==> src/rtl/rx_line_capture_pkg.sv <==
// Shared types and constants for the RX line-capture stream path.
// Latency: none (declarations only).
// Backpressure: none (declarations only).
// Contents: FSM state enum, header/trailer tags, stream entry layout, channel-sum helper.
package rx_line_capture_pkg;

    typedef enum logic [2:0] {
        ST_IDLE,
        ST_ARMED,
        ST_CAPTURE,
        ST_TRAIL,
        ST_FLUSH
    } state_t;

    localparam logic [3:0] HDR_TAG = 4'hA;
    localparam logic [3:0] TRL_TAG = 4'h5;

    localparam int ENTRY_W = 18;
    localparam int NUM_CH  = 8;
    localparam int CH_W    = 12;
    localparam int SUM_W   = 15;

    // One stream word as stored in the output FIFO.
    typedef struct packed {
        logic        hdr;
        logic        last;
        logic [15:0] data;
    } entry_t;

    // Zero-extended sum of all ADC channels; 8 x 4095 fits in 15 bits.
    function automatic logic [SUM_W-1:0] chan_sum(input logic [NUM_CH*CH_W-1:0] ch);
        logic [SUM_W-1:0] acc;
        acc = '0;
        for (int i = 0; i < NUM_CH; i++) begin
            acc = acc + SUM_W'(ch[i*CH_W +: CH_W]);
        end
        return acc;
    endfunction

endpackage

==> src/rtl/rx_stream_fifo.sv <==
// Synchronous first-word-fall-through FIFO holding the capture stream words.
// Latency: a pushed word is visible at head one cycle after the push.
// Backpressure: a push while full is ignored unless a pop happens in the same cycle.
// Ports: clk/rst, push + push_data (write side), pop (read side), head, full, empty.
module rx_stream_fifo
    import rx_line_capture_pkg::*;
#(
    parameter int DEPTH = 16,
    parameter int WIDTH = ENTRY_W
) (
    input  logic             clk,
    input  logic             rst,
    input  logic             push,
    input  logic [WIDTH-1:0] push_data,
    input  logic             pop,
    output logic [WIDTH-1:0] head,
    output logic             full,
    output logic             empty
);

    localparam int AW = $clog2(DEPTH);

    logic [WIDTH-1:0] mem [DEPTH];
    logic [AW:0]      wr_ptr;
    logic [AW:0]      rd_ptr;
    logic             do_pop;
    logic             do_push;

    // Extra pointer bit distinguishes full from empty.
    assign empty   = (wr_ptr == rd_ptr);
    assign full    = ((wr_ptr ^ rd_ptr) == {1'b1, {AW{1'b0}}});
    assign do_pop  = pop && !empty;
    // When full, the slot being popped this cycle is reused by the push.
    assign do_push = push && (!full || do_pop);
    assign head    = mem[rd_ptr[AW-1:0]];

    always_ff @(posedge clk or posedge rst) begin
        if (rst) begin
            wr_ptr <= '0;
            rd_ptr <= '0;
        end else begin
            if (do_push) wr_ptr <= wr_ptr + 1'b1;
            if (do_pop)  rd_ptr <= rd_ptr + 1'b1;
        end
    end

    always_ff @(posedge clk) begin
        if (do_push) mem[wr_ptr[AW-1:0]] <= push_data;
    end

endmodule

==> src/rtl/rx_line_capture.sv <==
// Captures one ultrasound receive line: header, channel-sum samples, trailer into a stream FIFO.
// Latency: sample accepted at cycle N is at the output at N+2 (FIFO empty); trailer pushed 2 cycles after end_gate.
// Backpressure: out_valid/out_ready handshake; words pushed into a full FIFO are dropped and flagged.
// Ports: clk/reset; gates pr/rx/sample/end; line_num, focus_num, data_a..data_h in;
//        out_data/out_hdr/out_last/out_valid/out_ready stream; sample_cnt, busy, err_overflow, err_protocol status.
module rx_line_capture
    import rx_line_capture_pkg::*;
#(
    parameter int FIFO_DEPTH = 16,
    parameter int CNT_W      = 10
) (
    input  logic             clk,
    input  logic             reset,
    input  logic             pr_gate,
    input  logic             rx_gate,
    input  logic             sample_gate,
    input  logic             end_gate,
    input  logic [7:0]       line_num,
    input  logic [1:0]       focus_num,
    input  logic [11:0]      data_a,
    input  logic [11:0]      data_b,
    input  logic [11:0]      data_c,
    input  logic [11:0]      data_d,
    input  logic [11:0]      data_e,
    input  logic [11:0]      data_f,
    input  logic [11:0]      data_g,
    input  logic [11:0]      data_h,
    output logic [15:0]      out_data,
    output logic             out_hdr,
    output logic             out_last,
    output logic             out_valid,
    input  logic             out_ready,
    output logic [CNT_W-1:0] sample_cnt,
    output logic             busy,
    output logic             err_overflow,
    output logic             err_protocol
);

    state_t             state;
    state_t             state_nxt;
    logic               pr_prev;
    logic               pr_low_seen;
    logic               pr_rise;
    logic [7:0]         line_q;
    logic [1:0]         focus_q;
    logic               hdr_pend;
    logic               trl_pend;
    logic               pipe_vld;
    logic [SUM_W-1:0]   pipe_sum;
    logic [CNT_W-1:0]   cnt;
    logic               cnt_max;
    logic               sample_req;
    logic               accept;
    logic               prot_evt;
    logic               err_ovf_q;
    logic               err_prot_q;
    logic [11:0]        cnt_field;
    logic               push;
    entry_t             push_entry;
    entry_t             head;
    logic               fifo_full;
    logic               fifo_empty;
    logic               pop;

    // A rise only counts once pr_gate has been seen low since reset, so a gate
    // held high across reset release does not start a spurious line.
    assign pr_rise    = pr_gate && !pr_prev && pr_low_seen;
    assign cnt_max    = &cnt;
    assign sample_req = (state == ST_CAPTURE) && sample_gate && rx_gate;
    assign accept     = sample_req && !cnt_max;
    assign cnt_field  = 12'(cnt);

    assign prot_evt = (pr_rise && (state != ST_IDLE))
                   || (end_gate && (state == ST_IDLE))
                   || ((state == ST_CAPTURE) && sample_gate && !rx_gate)
                   || (sample_req && cnt_max);

    always_ff @(posedge clk or posedge reset) begin
        if (reset) state <= ST_IDLE;
        else       state <= state_nxt;
    end

    // Push sources are mutually exclusive by construction: the header goes out in
    // the first ARMED cycle, samples one cycle after acceptance (CAPTURE/TRAIL), and
    // the trailer in the first FLUSH cycle, after the last sample has left the pipe.
    always_comb begin
        state_nxt  = state;
        push       = 1'b0;
        push_entry = '0;

        case (state)
            ST_IDLE:    if (pr_rise) state_nxt = ST_ARMED;
            ST_ARMED: begin
                if (end_gate)     state_nxt = ST_TRAIL;
                else if (rx_gate) state_nxt = ST_CAPTURE;
            end
            ST_CAPTURE: if (end_gate) state_nxt = ST_TRAIL;
            ST_TRAIL:   state_nxt = ST_FLUSH;
            ST_FLUSH:   if (!trl_pend && fifo_empty) state_nxt = ST_IDLE;
            default:    state_nxt = ST_IDLE;
        endcase

        if (hdr_pend) begin
            push            = 1'b1;
            push_entry.hdr  = 1'b1;
            push_entry.data = {HDR_TAG, focus_q, 2'b00, line_q};
        end else if (pipe_vld) begin
            push            = 1'b1;
            push_entry.data = {1'b0, pipe_sum};
        end else if (trl_pend) begin
            push            = 1'b1;
            push_entry.last = 1'b1;
            push_entry.data = {TRL_TAG, cnt_field};
        end
    end

    always_ff @(posedge clk or posedge reset) begin
        if (reset) begin
            pr_prev     <= 1'b0;
            pr_low_seen <= 1'b0;
            line_q      <= '0;
            focus_q     <= '0;
            hdr_pend    <= 1'b0;
            trl_pend    <= 1'b0;
            pipe_vld    <= 1'b0;
            pipe_sum    <= '0;
            cnt         <= '0;
            err_ovf_q   <= 1'b0;
            err_prot_q  <= 1'b0;
        end else begin
            pr_prev  <= pr_gate;
            if (!pr_gate) pr_low_seen <= 1'b1;

            hdr_pend <= 1'b0;
            if ((state == ST_IDLE) && pr_rise) begin
                line_q   <= line_num;
                focus_q  <= focus_num;
                cnt      <= '0;
                hdr_pend <= 1'b1;
            end else if (accept) begin
                cnt <= cnt + CNT_W'(1);
            end

            pipe_vld <= accept;
            if (accept) pipe_sum <= chan_sum({data_h, data_g, data_f, data_e,
                                              data_d, data_c, data_b, data_a});

            // One-cycle pulse on the first FLUSH cycle.
            trl_pend <= (state == ST_TRAIL);

            if (push && fifo_full && !pop) err_ovf_q  <= 1'b1;
            if (prot_evt)                  err_prot_q <= 1'b1;
        end
    end

    rx_stream_fifo #(
        .DEPTH (FIFO_DEPTH),
        .WIDTH (ENTRY_W)
    ) u_fifo (
        .clk       (clk),
        .rst       (reset),
        .push      (push),
        .push_data (push_entry),
        .pop       (pop),
        .head      (head),
        .full      (fifo_full),
        .empty     (fifo_empty)
    );

    assign out_valid    = !fifo_empty;
    assign pop          = out_valid && out_ready;
    // Memory contents are not reset, so the word fields are forced to zero when empty.
    assign out_data     = fifo_empty ? 16'h0000 : head.data;
    assign out_hdr      = !fifo_empty && head.hdr;
    assign out_last     = !fifo_empty && head.last;
    assign sample_cnt   = cnt;
    assign busy         = (state != ST_IDLE);
    assign err_overflow = err_ovf_q;
    assign err_protocol = err_prot_q;

endmodule

==> config.mk <==
export PLATFORM = sky130hd
export DESIGN_NAME = rx_line_capture
export DESIGN_NICKNAME = d
export VERILOG_FILES = /design/src/rtl/rx_line_capture_pkg.sv /design/src/rtl/rx_stream_fifo.sv /design/src/rtl/rx_line_capture.sv
export SDC_FILE = /design/constraint.sdc
export NUM_CORES = 1
export LEC_CHECK = 0
export ABC_AREA = 1
export CAP_MARGIN = 20
export CORE_ASPECT_RATIO = 1.75
export CORE_MARGIN = 1
export CORE_UTILIZATION = 59
export CTS_CLUSTER_DIAMETER = 100
export DETAILED_ROUTE_END_ITERATION = 8
export PLACE_DENSITY = 0.86
export SKIP_CTS_REPAIR_TIMING = 1
export SYNTH_ARGS = -nofsm -noshare
export SYNTH_HDL_FRONTEND = slang
export SYNTH_HIERARCHICAL = 1
export SYNTH_SLANG_ARGS = --single-unit
==> constraint.sdc <==
create_clock -name clk -period 3.6 [get_ports clk]
set_clock_uncertainty 0.2 [all_clocks]
set_input_delay 0.72 -clock clk [delete_from_list [all_inputs] [get_ports clk]]
set_output_delay 0.72 -clock clk [all_outputs]
set_load 0.05 [all_outputs]
==> results of run 1 <==
[logic make-up (layout without fill, tap and decap cells)]
kind of cell / count (synthesis) / count (layout) / synth area share [%]
AND/OR/NAND/NOR: 604 / 604 / 14.4
flip-flops: 343 / 343 / 58.5
buffers and inverters: 327 / 513 / 7.78
AO/OA/AOI/OAI: 266 / 266 / 8.67
adder cells (fa/ha/maj): 92 / 92 / 9.83
XOR/XNOR: 16 / 16 / 0.818
[sequential cells by signal (all words and copies together) (netlist names), 2 cells and up]
register and flops:
sample_cnt 10, pipe_sum 15, u_fifo/mem 288, u_fifo/wr_ptr 5
state 3, u_fifo/rd_ptr 5, focus_q 2, line_q 8
[routing by layer]
layer,GRT usage (%),vias to the layer above,part of all wire [%]
li1,-,5722,-
met1,30.7,6169,32
met2,51.6,740,54
met3,3.31,178,7.3
met4,16.8,0,5.9
met5,0,-,0
[power groups by stage]
stage,sequential (mW),combinational [mW],clock (mW)
2_1_floorplan,5.31,6.13,0
3_3_place_gp,5.24,8.50,0
3_5_place_dp,5.26,8.80,0
4_1_cts,5.18,8.89,3.36
5_1_grt,5.25,11.8,3.51
6_report,5.22,10.9,3.35
[critical path: stages]
cell,delay [ns]
clkdlybuf4s50_1,0.45
fa_2,0.40
inv_2,0.07
fa_1,0.42
fa_2,0.44
fa_1,0.48
inv_2,0.08
ha_4,0.14
inv_2,0.04
fa_2,0.34
inv_2,0.10
nand3_4,0.08
nand3_4,0.11
buf_4,0.11
xnor2_1,0.15
o21ai_1,0.11
[worst max-delay path by stage]
stage	startpoint	slack, ns	cells after the start	to
after CTS	data_f[2]	-0.77	20	pipe_sum[8]
after global routing	data_c[2]	-0.52	18	pipe_sum[6]
after floorplan	data_f[2]	-0.58	19	pipe_sum[8]
after global placement	data_a[8]	-1.22	19	pipe_sum[9]
final	data_a[0]	-0.43	16	pipe_sum[6]
after detailed placement	data_f[2]	-1.35	20	pipe_sum[8]
[final cells by class]
| type | count | area (um2) | area share (%) |
|---|---|---|---|
| clock buffer | 29 | 683 | 3.27 |
| clock inverter | 21 | 333 | 1.59 |
| inverter | 256 | 990 | 4.73 |
| multi-input combinational | 978 | 6240 | 29.8 |
| sequential | 343 | 10000 | 48.0 |
| tap | 378 | 473 | 2.26 |
| timing repair buffer | 207 | 2160 | 10.4 |
[cells in the mapped netlist, drive strengths merged, types with 10 or more instances]
library cell / instances
nand2: 270
fa: 71
nor2: 261
dfrtp: 55
edfxtp: 288
o22ai: 22
xor2: 10
o211ai: 44
o21ai: 186
ha: 21
nand3: 61
clkbuf: 34
buf: 37
inv: 254
==> metrics.md, run 1 <==
| Metric | Value |
|---|---|
| Internal | 10.8 mW |
| Critical Path End Type | flop |
| GPL Wtd Cong | 0.858 |
| Area growth, synth to finish | 22.1% |
| TritonCTS clock tree | built |
| Combinational power share | 56.0% |
| Most frequent cells in the layout | edfxtp_1, nor2_1, nand2_1 |
| ANT nets after route | 0 |
| CTS max path bufs | 3 |
| RSZ-0062 raised after global routing | yes |
| Hold_sp | err_overflow |
| Via count | 12,809 |
| Crit start category | primary input |
| Slew of the pin with the lowest slew margin | 1.07 ns |
| Reg2reg setup slack | 0.39 ns |
| Total global routing track utilization | 28.2% |
| PortBufs | 144 |
| Hold Path Sink | err_overflow |
| Sequential-to-total area share from yosys stat | 58.5% |
| ANT cells | 0 |
| Worst reg2reg path depth | 15 |
| Post-Place Cells | 2,149 |
| Max FO, Critical Path | 3 |
| Peak VDD IR | 0.856 mV |
| Fin util | 73.1% |
| Routed wire per std cell | 19.6 um |
| Share of post-route cells with drive strength above 1 | 17.9% |
| DR pass1 iterations | 5 |
| Detailed Route Iter0 Violations | 1,097 |
| FF+latch count, synth | 343 |
| Commonest non-fill, non-tap cell in the layout | edfxtp_1 |
| Initial Util | 59.8% |
| # IOs | 145 |
| Netlist Area Pre-Place | 17,100 um2 |
| Max Freq | 248 MHz |
| Post-synthesis async set-or-reset flop share | 16.0% |
| Global-route wire length before repair | 63,200 um |
| GR Overflow Total | 0 |
| Placed Area | 19,200 um2 |
| Syn avg cell area | 10.4 um2 |
| Max-Slew Margin vs Limit | 28.4% |
| CTS H-Tree Depth | 1 |
| Setup WS pre-CTS | -1.35 ns |
| Clk pwr share | 17.2% |
| Initial antenna violation count | 0 |
| Total negative slack | -3.01 ns |
| Post-synthesis cell count | 1,648 |
| Post-route insts no fill | 2,212 |
| Tcrit/Tclk final | 112% |
| Min cycle time layout | 4.03 ns |
| NetSw | 8.66 mW |
| Nets | 2,018 |
| Failing checks | negative setup slack |
| CP Class | in2reg |
| WL final | 43,300 um |
| Num Clock Sinks | 343 |
| Switching share of power | 44.5% |
| Max Cap Viol | 0 |
| Power density cells | 931 nW/um2 |
| HP Class | reg2reg |
| DRC | 0 |
| Part of the power in registers | 26.8% |
| P_leak | 8.93 nW |
| PnR worst setup slack | -0.431 ns |
| Yosys top cell area share | 50.5% |
| Reg2Reg Launch Point | u_fifo/rd_ptr[1] |
| Die W | 131 um |
| Number of flops mapped to enable cells by yosys | 288 |
| Largest area contributor in the netlist | edfxtp_1 |
| Row Count | 82 |
| Fillers | 1,762 |
| Hold Path Stages | 1 |
| CP arrival | 4.25 ns |
| Post-synth top flop | edfxtp_1 |
| Status | finished, violations left |
| Area of the die | 29,700 um2 |
| Via density | 5.79 |
| Syn Nets | 1,853 |
| Final Power | 19.5 mW |
| Largest cells by area after synthesis | edfxtp_1, fa_1, dfrtp_1, nand2_1, nor2_1 |
| Core Area | 28,600 um2 |
| Synth Warn # | 6 |
| WHS | 0.271 ns |
| Post-route cell area | 20,900 um2 |
| Reg clk slew, reported paths | 0.08 ns |
| FF-to-FF End | u_fifo/mem[13][14] |
| Cts bufs inserted | 27 |
| Vias in the first global route | 12,822 |
| Max Slew Vio Count | 0 |
| # setup viols final | 12 |
| DP HPWL | 26,200 um |
| Largest net degree at the start of global routing | 103 |
| Distinct cells, synth | 38 |
| Clk root buf | clkbuf_16 |
| Required @ worst endpoint | 3.82 ns |
| Final Hold Viols | 0 |
| Die H | 227 um |
| Worst skew pair latency | 0.56 ns |
Power figures use the tool's default switching activity.
==> inputs of run 2 (changes only) <==
- CORE_UTILIZATION: 59 -> 53
- PLACE_DENSITY: 0.86 -> 0.82
- clock period: 3.6 -> 3.4 ns (I/O delays scaled with it)
==> run 2 against run 1 <==
The flow still finishes with violations (negative setup slack). Flip-flop and latch count stayed put. Clock power is 4% lower. Sequential share of layout area is 1.1 points lower. Combinational power is 11% higher. Critical path depth is 3 higher.
==> metrics.md, run 2 (same netlist as run 1, synthesis figures left out) <==
| Metric | Value |
|---|---|
| Status | finished, violations left |
| Failing checks | negative setup slack |
| Max Cap Viol | 0 |
| Final Hold Viols | 0 |
| Met2 Track Usage GR | 47.7% |
| Nets | 2,038 |
| Area growth, synth to finish | 24.9% |
| Fillers | 2,172 |
| Num Clock Sinks | 343 |
| RSZ-0062 raised after global routing | yes |
| Met1 Track Usage GR | 27.1% |
| Power density cells | 974 nW/um2 |
| Global-route wire length before repair | 63,800 um |
| PnR worst setup slack | -0.534 ns |
| # IOs | 145 |
| Initial antenna violation count | 0 |
| CTS max path bufs | 3 |
| Max FFs per register | 288 |
| Max Freq | 254 MHz |
| Die W | 138 um |
| Routed wire per std cell | 19.8 um |
| Vias in the first global route | 12,973 |
| Min cycle time layout | 3.93 ns |
| P_leak | 9.12 nW |
| Peak VDD IR | 1.37 mV |
| # setup viols final | 12 |
| Max FO, Critical Path | 2 |
| DR pass1 iterations | 8 |
| Commonest non-fill, non-tap cell in the layout | edfxtp_1 |
| Core Area | 31,600 um2 |
| CP Class | in2reg |
| Required @ worst endpoint | 3.65 ns |
| Largest net degree at the start of global routing | 101 |
| CTS H-Tree Depth | 1 |
| FF-to-FF End | u_fifo/mem[3][2] |
| Part of the power in registers | 26.5% |
| Cts bufs inserted | 27 |
| Die H | 240 um |
| Internal | 11.6 mW |
| PortBufs | 144 |
| CP startpoint | data_a[2] |
| NetSw | 9.26 mW |
| Post-Place Cells | 2,179 |
| Most frequent cells in the layout | edfxtp_1, nand2_1, nor2_1 |
| Tcrit/Tclk final | 116% |
| Busiest grt layer | met2 |
| TritonCTS clock tree | built |
| Switching share of power | 44.5% |
| Crit start category | primary input |
| Clk root buf | clkbuf_16 |
| GR Overflow Total | 0 |
| Worst skew pair latency | 0.57 ns |
| HP Class | in2async |
| Max-Slew Margin vs Limit | 59.4% |
| Critical Path End Type | flop |
| Grt met3 use | 2.98% |
| Reg2reg setup slack | 0.19 ns |
| Total global routing track utilization | 25.5% |
| Reg2Reg Launch Point | u_fifo/rd_ptr[0] |
| WL final | 44,500 um |
| Share of post-route cells with drive strength above 1 | 19.6% |
| Row Count | 86 |
| DRC | 0 |
| Worst reg2reg path depth | 15 |
| ANT cells | 0 |
| Footprint of the multi-input gates | 6320 um2 |
| Combinational power share | 58.0% |
| Initial Util | 54.1% |
| DP HPWL | 27,800 um |
| Reg clk slew, reported paths | 0.07 ns |
| CP arrival | 4.18 ns |
| GPL Wtd Cong | 0.896 |
| Via density | 5.72 |
| Max Slew Vio Count | 0 |
| Detailed Route Iter0 Violations | 1,043 |
| Area of the die | 33,100 um2 |
| Slew of the pin with the lowest slew margin | 0.608 ns |
| ANT nets after route | 0 |
| Sequential cell area | 10,000 um2 |
| Clk pwr share | 15.5% |
| Total negative slack | -4.84 ns |
| Via count | 12,856 |
| Post-route insts no fill | 2,249 |
-- run 2: cell count changes in the layout (fill, tap and decap cells not counted), sizes merged --
| cell | change |
|---|---|
| dlymetal6s2s | +4 |
| bufinv | -4 |
| clkinvlp | -4 |
| clkbuf | +10 |
| buf | +14 |
| inv | -1 |
-- run 2: stage by stage --
step / hold slack [ns] / cell area, um2 / worst slack (ns) / utilization [%] / total power, mW
2_1_floorplan: 0.232 / 17300 / -0.735 / - / 12.2
6_report: 0.142 / 21400 / -0.534 / 67.6 / 20.8
5_1_grt: 0.149 / 21400 / -0.668 / 67.6 / 21.9
4_1_cts: 0.279 / 20400 / -0.930 / 64.6 / 18.5
3_5_place_dp: 0.263 / 19500 / -1.50 / 61.8 / 15.2
3_3_place_gp: 0.245 / 19500 / -1.48 / 61.8 / 14.9
-- run 2: power by group through the flow --
| stage | Sequential [mW] | Combinational (mW) | Clock (mW) |
|---|---|---|---|
| 2_1_floorplan | 5.62 | 6.54 | 0 |
| 3_3_place_gp | 5.56 | 9.37 | 0 |
| 3_5_place_dp | 5.58 | 9.66 | 0 |
| 4_1_cts | 5.50 | 9.72 | 3.25 |
| 5_1_grt | 5.57 | 13.0 | 3.40 |
| 6_report | 5.52 | 12.1 | 3.23 |
-- run 2: worst max path at each step --
| stage | end |
|---|---|
| floorplan | pipe_sum[8] |
| global placement | pipe_sum[8] |
| detailed placement | pipe_sum[8] |
| CTS | pipe_sum[8] |
| global route | pipe_sum[12] |
| finish | pipe_sum[12] |
-- run 2: per-layer routing --
layer,vias to the layer above,wire length (um)
met2,684,24200
li1,5763,-
met3,179,3340
met1,6230,14300
met5,-,0
met4,0,2670
-- run 2: final cells by class --
cell class / count / share of cell area, %
flip-flops and latches: 343 / 46.9
multi-input cells: 978 / 29.6
repair buffers: 227 / 12.3
inverters: 256 / 4.63
clock buffers: 37 / 3.38
well taps: 396 / 2.32
clock inverters: 12 / 0.877
-- run 2: critical path: stages --
cell and delay, ns:
buf_8 0.08, inv_4 0.03, fa_1 0.54, inv_2 0.04, fa_1 0.53, fa_1 0.55
inv_2 0.04, fa_1 0.48, inv_2 0.08, ha_4 0.15, inv_4 0.03, fa_2 0.39
inv_2 0.09, buf_4 0.12, nand3_4 0.08, nand3_2 0.08, nand2_1 0.07, nand3_2 0.07
nand2_1 0.05
==> edit 1 (flow settings as in run 2) <==
The 5 states of `state_t` get a one-hot encoding in 5 bits.
--- a/src/rtl/rx_line_capture_pkg.sv
+++ b/src/rtl/rx_line_capture_pkg.sv
@@ -4,12 +4,12 @@
 // Contents: FSM state enum, header/trailer tags, stream entry layout, channel-sum helper.
 package rx_line_capture_pkg;
 
-    typedef enum logic [2:0] {
-        ST_IDLE,
-        ST_ARMED,
-        ST_CAPTURE,
-        ST_TRAIL,
-        ST_FLUSH
+    typedef enum logic [4:0] {
+        ST_IDLE    = 5'b00001,
+        ST_ARMED   = 5'b00010,
+        ST_CAPTURE = 5'b00100,
+        ST_TRAIL   = 5'b01000,
+        ST_FLUSH   = 5'b10000
     } state_t;
 
     localparam logic [3:0] HDR_TAG = 4'hA;
Check against the original RTL: no difference found for any inputs over 4 cycles, from zero or initial values and one cycle with reset high; so few cycles prove little.
==> edit 1 against run 2 <==
The run ends with design-rule violations, negative setup slack left; count of clock-buffer cells in the layout fell by 6; worst setup slack improved by 44 ps; die area rose by 0.84%; global-route usage fell by 0.79 points; final area rose by 0.22%; sequential cell count rose by 2; routed wire length rose by 1.1%; combinational power fell by 9.9%; synthesized area rose by 0.85%; power fell by 7.3%; critical endpoint is now pipe_sum[6]$_DFFE_PP0P_; largest power group unchanged.
==> edit 1: results (changes against run 2) <==
p_comb_share_pct: 56.4  # -1.6 points
setup_viol: 15  # +3
p_sw_w: 0.008348  # -9.9%
status: "complete, but fails checks"
grt_util_met3_pct: 2.857  # -0.13 points
drive_gt1_share_pct: 20.43  # +0.78 points
layout_setup_ws_ps: -489.9  # +43.72 ps
p_per_area_mw_per_mm2: 900.4  # -7.5%
register_area_mm2: 0.01008  # +0.51%
hold_slack_ps: 207.9  # +65.71 ps
synthTopCellsByCount: "edfxtp_1 (288), nor2_1 (259), inv_1 (258)"
relSlewSlack_pct: 29.48  # -30 points
drc: 11  # +11
slowest_stage: "fa_2"
postPlaceCellArea_mm2: 0.01956  # +0.12%
met2_usage_pct: 46.81  # -0.92 points
via_count: 12990  # +1.1%
m1WireLength_um: 14670  # +2.7%
fin_setup_tns_ps: -4282  # +561.2 ps
synth-xor-area-share_pct: 0.9633  # +0.15 points
reg2reg_slack_ps: 310  # +120 ps
dp.cells: 2203  # +1.1%
wl_met3_um: 3308  # -0.84%
vias_per_cell: 5.711  # about the same
routedWlPerCell_um: 19.75  # about the same
first_iter_violations: 1044  # +0.096%
violations: "design-rule violations, negative setup slack"
post-dp-hpwl_um: 28010  # +0.62%
synth-compound-area-share_pct: 8.481  # -0.19 points
yosys-top-cells-area: "edfxtp_1 (50%), fa_1 (8.2%), dfrtp_1 (8.1%), nor2_1 (5.6%), inv_1 (5.6%)"
grt_first_pass_wirelength_um: 63510  # -0.39%
synthAdderAreaFrac_pct: 9.749  # -0.083 points
arrival_ps: 4110  # -70 ps
-- edit 1: changes by cell type after synthesis, sizes merged, moves of 4 or more --
cell and change:
nand2 -13, nand3 +11, inv +11, o211ai -5, o221ai +5, xor2 +4, nor3 +5, o21ai +4
-- edit 1: area by class of cell --
type / instances / share of cell area [%]
tap: 400 / 2.334
multi-input combinational: 988 / 29.89
sequential: 345 / 47.02
clock buffer: 31 / 3.321
inverter: 266 / 4.710
timing repair buffer: 225 / 11.55
clock inverter: 20 / 1.179
-- edit 1: path summary, 6_finish.rpt --
| check | to | depth (start not counted) |
|---|---|---|
| worst max-delay path | pipe_sum[6]$_DFFE_PP0P_ | 14 |
| worst min-delay path | pipe_vld$_DFF_PP0_ | 2 |
| worst max register to register | u_fifo/mem[1][7]$_DFFE_PP_ | 15 |
| worst min register to register | pr_low_seen$_DFFE_PP0N_ | 2 |
| max in group asynchronous | state[0]$_DFFE_PP1P_ | 3 |
| min in group clk | pr_low_seen$_DFFE_PP0N_ | 2 |
==> edit 2 (config.mk and constraints of run 2) <==
Made on the original files. Set the parameter `CNT_W` to 20 (it was 10).
--- a/src/rtl/rx_line_capture.sv
+++ b/src/rtl/rx_line_capture.sv
@@ -7,7 +7,7 @@
     import rx_line_capture_pkg::*;
 #(
     parameter int FIFO_DEPTH = 16,
-    parameter int CNT_W      = 10
+    parameter int CNT_W      = 20
 ) (
     input  logic             clk,
     input  logic             reset,
Ports: changed (resized sample_cnt); port bits go from 145 to 155. No check against the original RTL was run, so the function may have changed too.
==> edit 2 against run 2 <==
The run still ends with negative setup slack left; synthesized area rose by 4.3%; sequential cell count rose by 10; worst hold slack improved by 110 ps; routed wire length rose by 1.4%; worst setup slack improved by 67 ps; final area rose by 2.9%; power fell by 1.4%; combinational power fell by 7%; largest cell class unchanged; highest routed layer unchanged.
==> edit 2: results (changes against run 2) <==
layout_setup_ws_ps: -466.2  # +67.49 ps
status: "complete, but fails checks"
grt_util_met3_pct: 2.809  # -0.17 points
portBuffers: 154  # +6.9%
met2_usage_pct: 48.65  # +0.93 points
endpoint: "pipe_sum[10]$_DFFE_PP0P_"
post-dp-hpwl_um: 29440  # +5.8%
syn-num-nets: 1985  # +7.1%
worst-slew-pin-transition_ps: 1134  # +526.3 ps
num_antenna_cells: 0  # unchanged
setup_viol: 12  # unchanged
p_leak_nw: 9.443  # +3.5%
vias_per_cell: 5.643  # -1.3%
synth-xor-area-share_pct: 1.176  # +0.36 points
clock_latency_ps: 580
violations: "negative setup slack"
root_buffer: "clkbuf_16"
synthTopCellsByCount: "nand2_1 (329), edfxtp_1 (288), nor2_1 (281)"
first_iter_violations: 1112  # +6.6%
hold_path.class: "reg2reg"
cp_max_fo: 3  # +1
drive_gt1_share_pct: 18.67  # -0.97 points
reg2reg_slack_ps: 290  # +100 ps
drt-total-wl_um: 45110  # +1.4%
async_reset_ff_share_pct: 18.41  # +2.4 points
cts-buffers-inserted: 29  # +7.4%
drt_first_pass_iters: 5  # -3
rr_worst_depth: 14  # -1
r2r_end: "u_fifo/mem[2][1]$_DFFE_PP_"
synthAdderAreaFrac_pct: 9.424  # -0.41 points
fin_nets: 2169  # +6.4%
post-place-ws_ps: -1489  # +13.14 ps
vdd_ir_drop_max_v: 0.0006241  # -54%
synth_cell_types: 37  # -2.6%
grt_start_max_net_pins: 91  # -9.9%
grt_use_met1_pct: 26.12  # -0.96 points
gp_congestion: 0.8902  # -0.61%
synth-compound-area-share_pct: 7.961  # -0.71 points
track_usage_pct: 25.45  # -0.041 points
grt_first_pass_wirelength_um: 68100  # +6.8%
arrival_ps: 4170  # about the same
grt_pass1_vias: 13690  # +5.5%
ys_seq_area_share_pct: 57.49  # -1.0 points
yosys-top-cells-area: "edfxtp_1 (48%), dfrtp_1 (9.1%), fa_1 (8.0%), nand2_1 (6.9%), nor2_1 (5.9%)"
## edit 2: cell count changes in the layout (fill, tap and decap cells not counted), moves of 9 or more
cell / delta
buf_12: -16
dfrtp_1: +10
nand3_1: +21
nor2_1: +27
nand2_1: +67
buf_4: +13
clkdlybuf4s50_1: +9
## edit 2: report_power, final
group          internal, W  switching, W  total [W]
Sequential         0.00528      0.000332    0.00562
Clock              0.00214       0.00156    0.00370
Combinational      0.00418       0.00705     0.0112
Total               0.0116       0.00894     0.0205
## edit 2: per-stage QoR
stage	setup TNS, ps	total power, W	std cells	area [um2]
4_1_cts	-10320	0.01868	2380	21280
6_report	-3657	0.02054	2392	22010
3_3_place_gp	-17540	0.01470	2326	20210
5_1_grt	-5106	0.02171	2392	22010
3_5_place_dp	-18070	0.01498	2326	20210
2_1_floorplan	-7345	0.01214	1780	18070
## edit 2: kinds of logic (layout without fill, tap and decap cells)
logic type                 count (synthesis)  count (layout)
AOI/OAI and AO/OA                        253             253
and+or+nand+nor                          719             719
DFF                                      353             353
xor gates and xnor gates                  24              24
adders and majority gates                 92              92
buffers and inverters                    339             546
## edit 2: cell type report
class,instances,area [um2]
inverter,267,1042
tap,405,506.7
clock inverter,19,269.0
clock buffer,35,798.3
timing repair buffer,225,2331
fill,2291,11020
sequential,353,10280
multi-input combinational,1088,6785
## edit 2: worst min path at each step
| stage | startpoint | cells past startpoint | to | slack, ps |
|---|---|---|---|---|
| after floorplan | pr_low_seen$_DFFE_PP0N_ | 2 | pr_low_seen$_DFFE_PP0N_ | 210 |
| after global placement | pr_low_seen$_DFFE_PP0N_ | 2 | pr_low_seen$_DFFE_PP0N_ | 220 |
| after detailed placement | pr_low_seen$_DFFE_PP0N_ | 2 | pr_low_seen$_DFFE_PP0N_ | 230 |
| after CTS | pr_low_seen$_DFFE_PP0N_ | 2 | pr_low_seen$_DFFE_PP0N_ | 250 |
| after global routing | pr_low_seen$_DFFE_PP0N_ | 2 | pr_low_seen$_DFFE_PP0N_ | 280 |
| final | pr_low_seen$_DFFE_PP0N_ | 2 | pr_low_seen$_DFFE_PP0N_ | 250 |
## edit 2: worst register-to-register path: stages (launching register included)
cell	delay, ps
dfrtp_4	590
clkinv_8	150
nand2_1	70
nand2_1	120
nor2_4	60
nand3_1	110
inv_1	80
inv_1	240
nand2_1	120
inv_1	100
inv_1	70
nand4_4	140
nand2_4	210
nor2_2	160
buf_4	340
## edit 2: routing by layer
layer / wire length [um] / vias up
met1: 14800 / 6545
met5: 0 / -
met3: 2560 / 156
met2: 25070 / 627
met4: 2681 / 0
li1: - / 6171
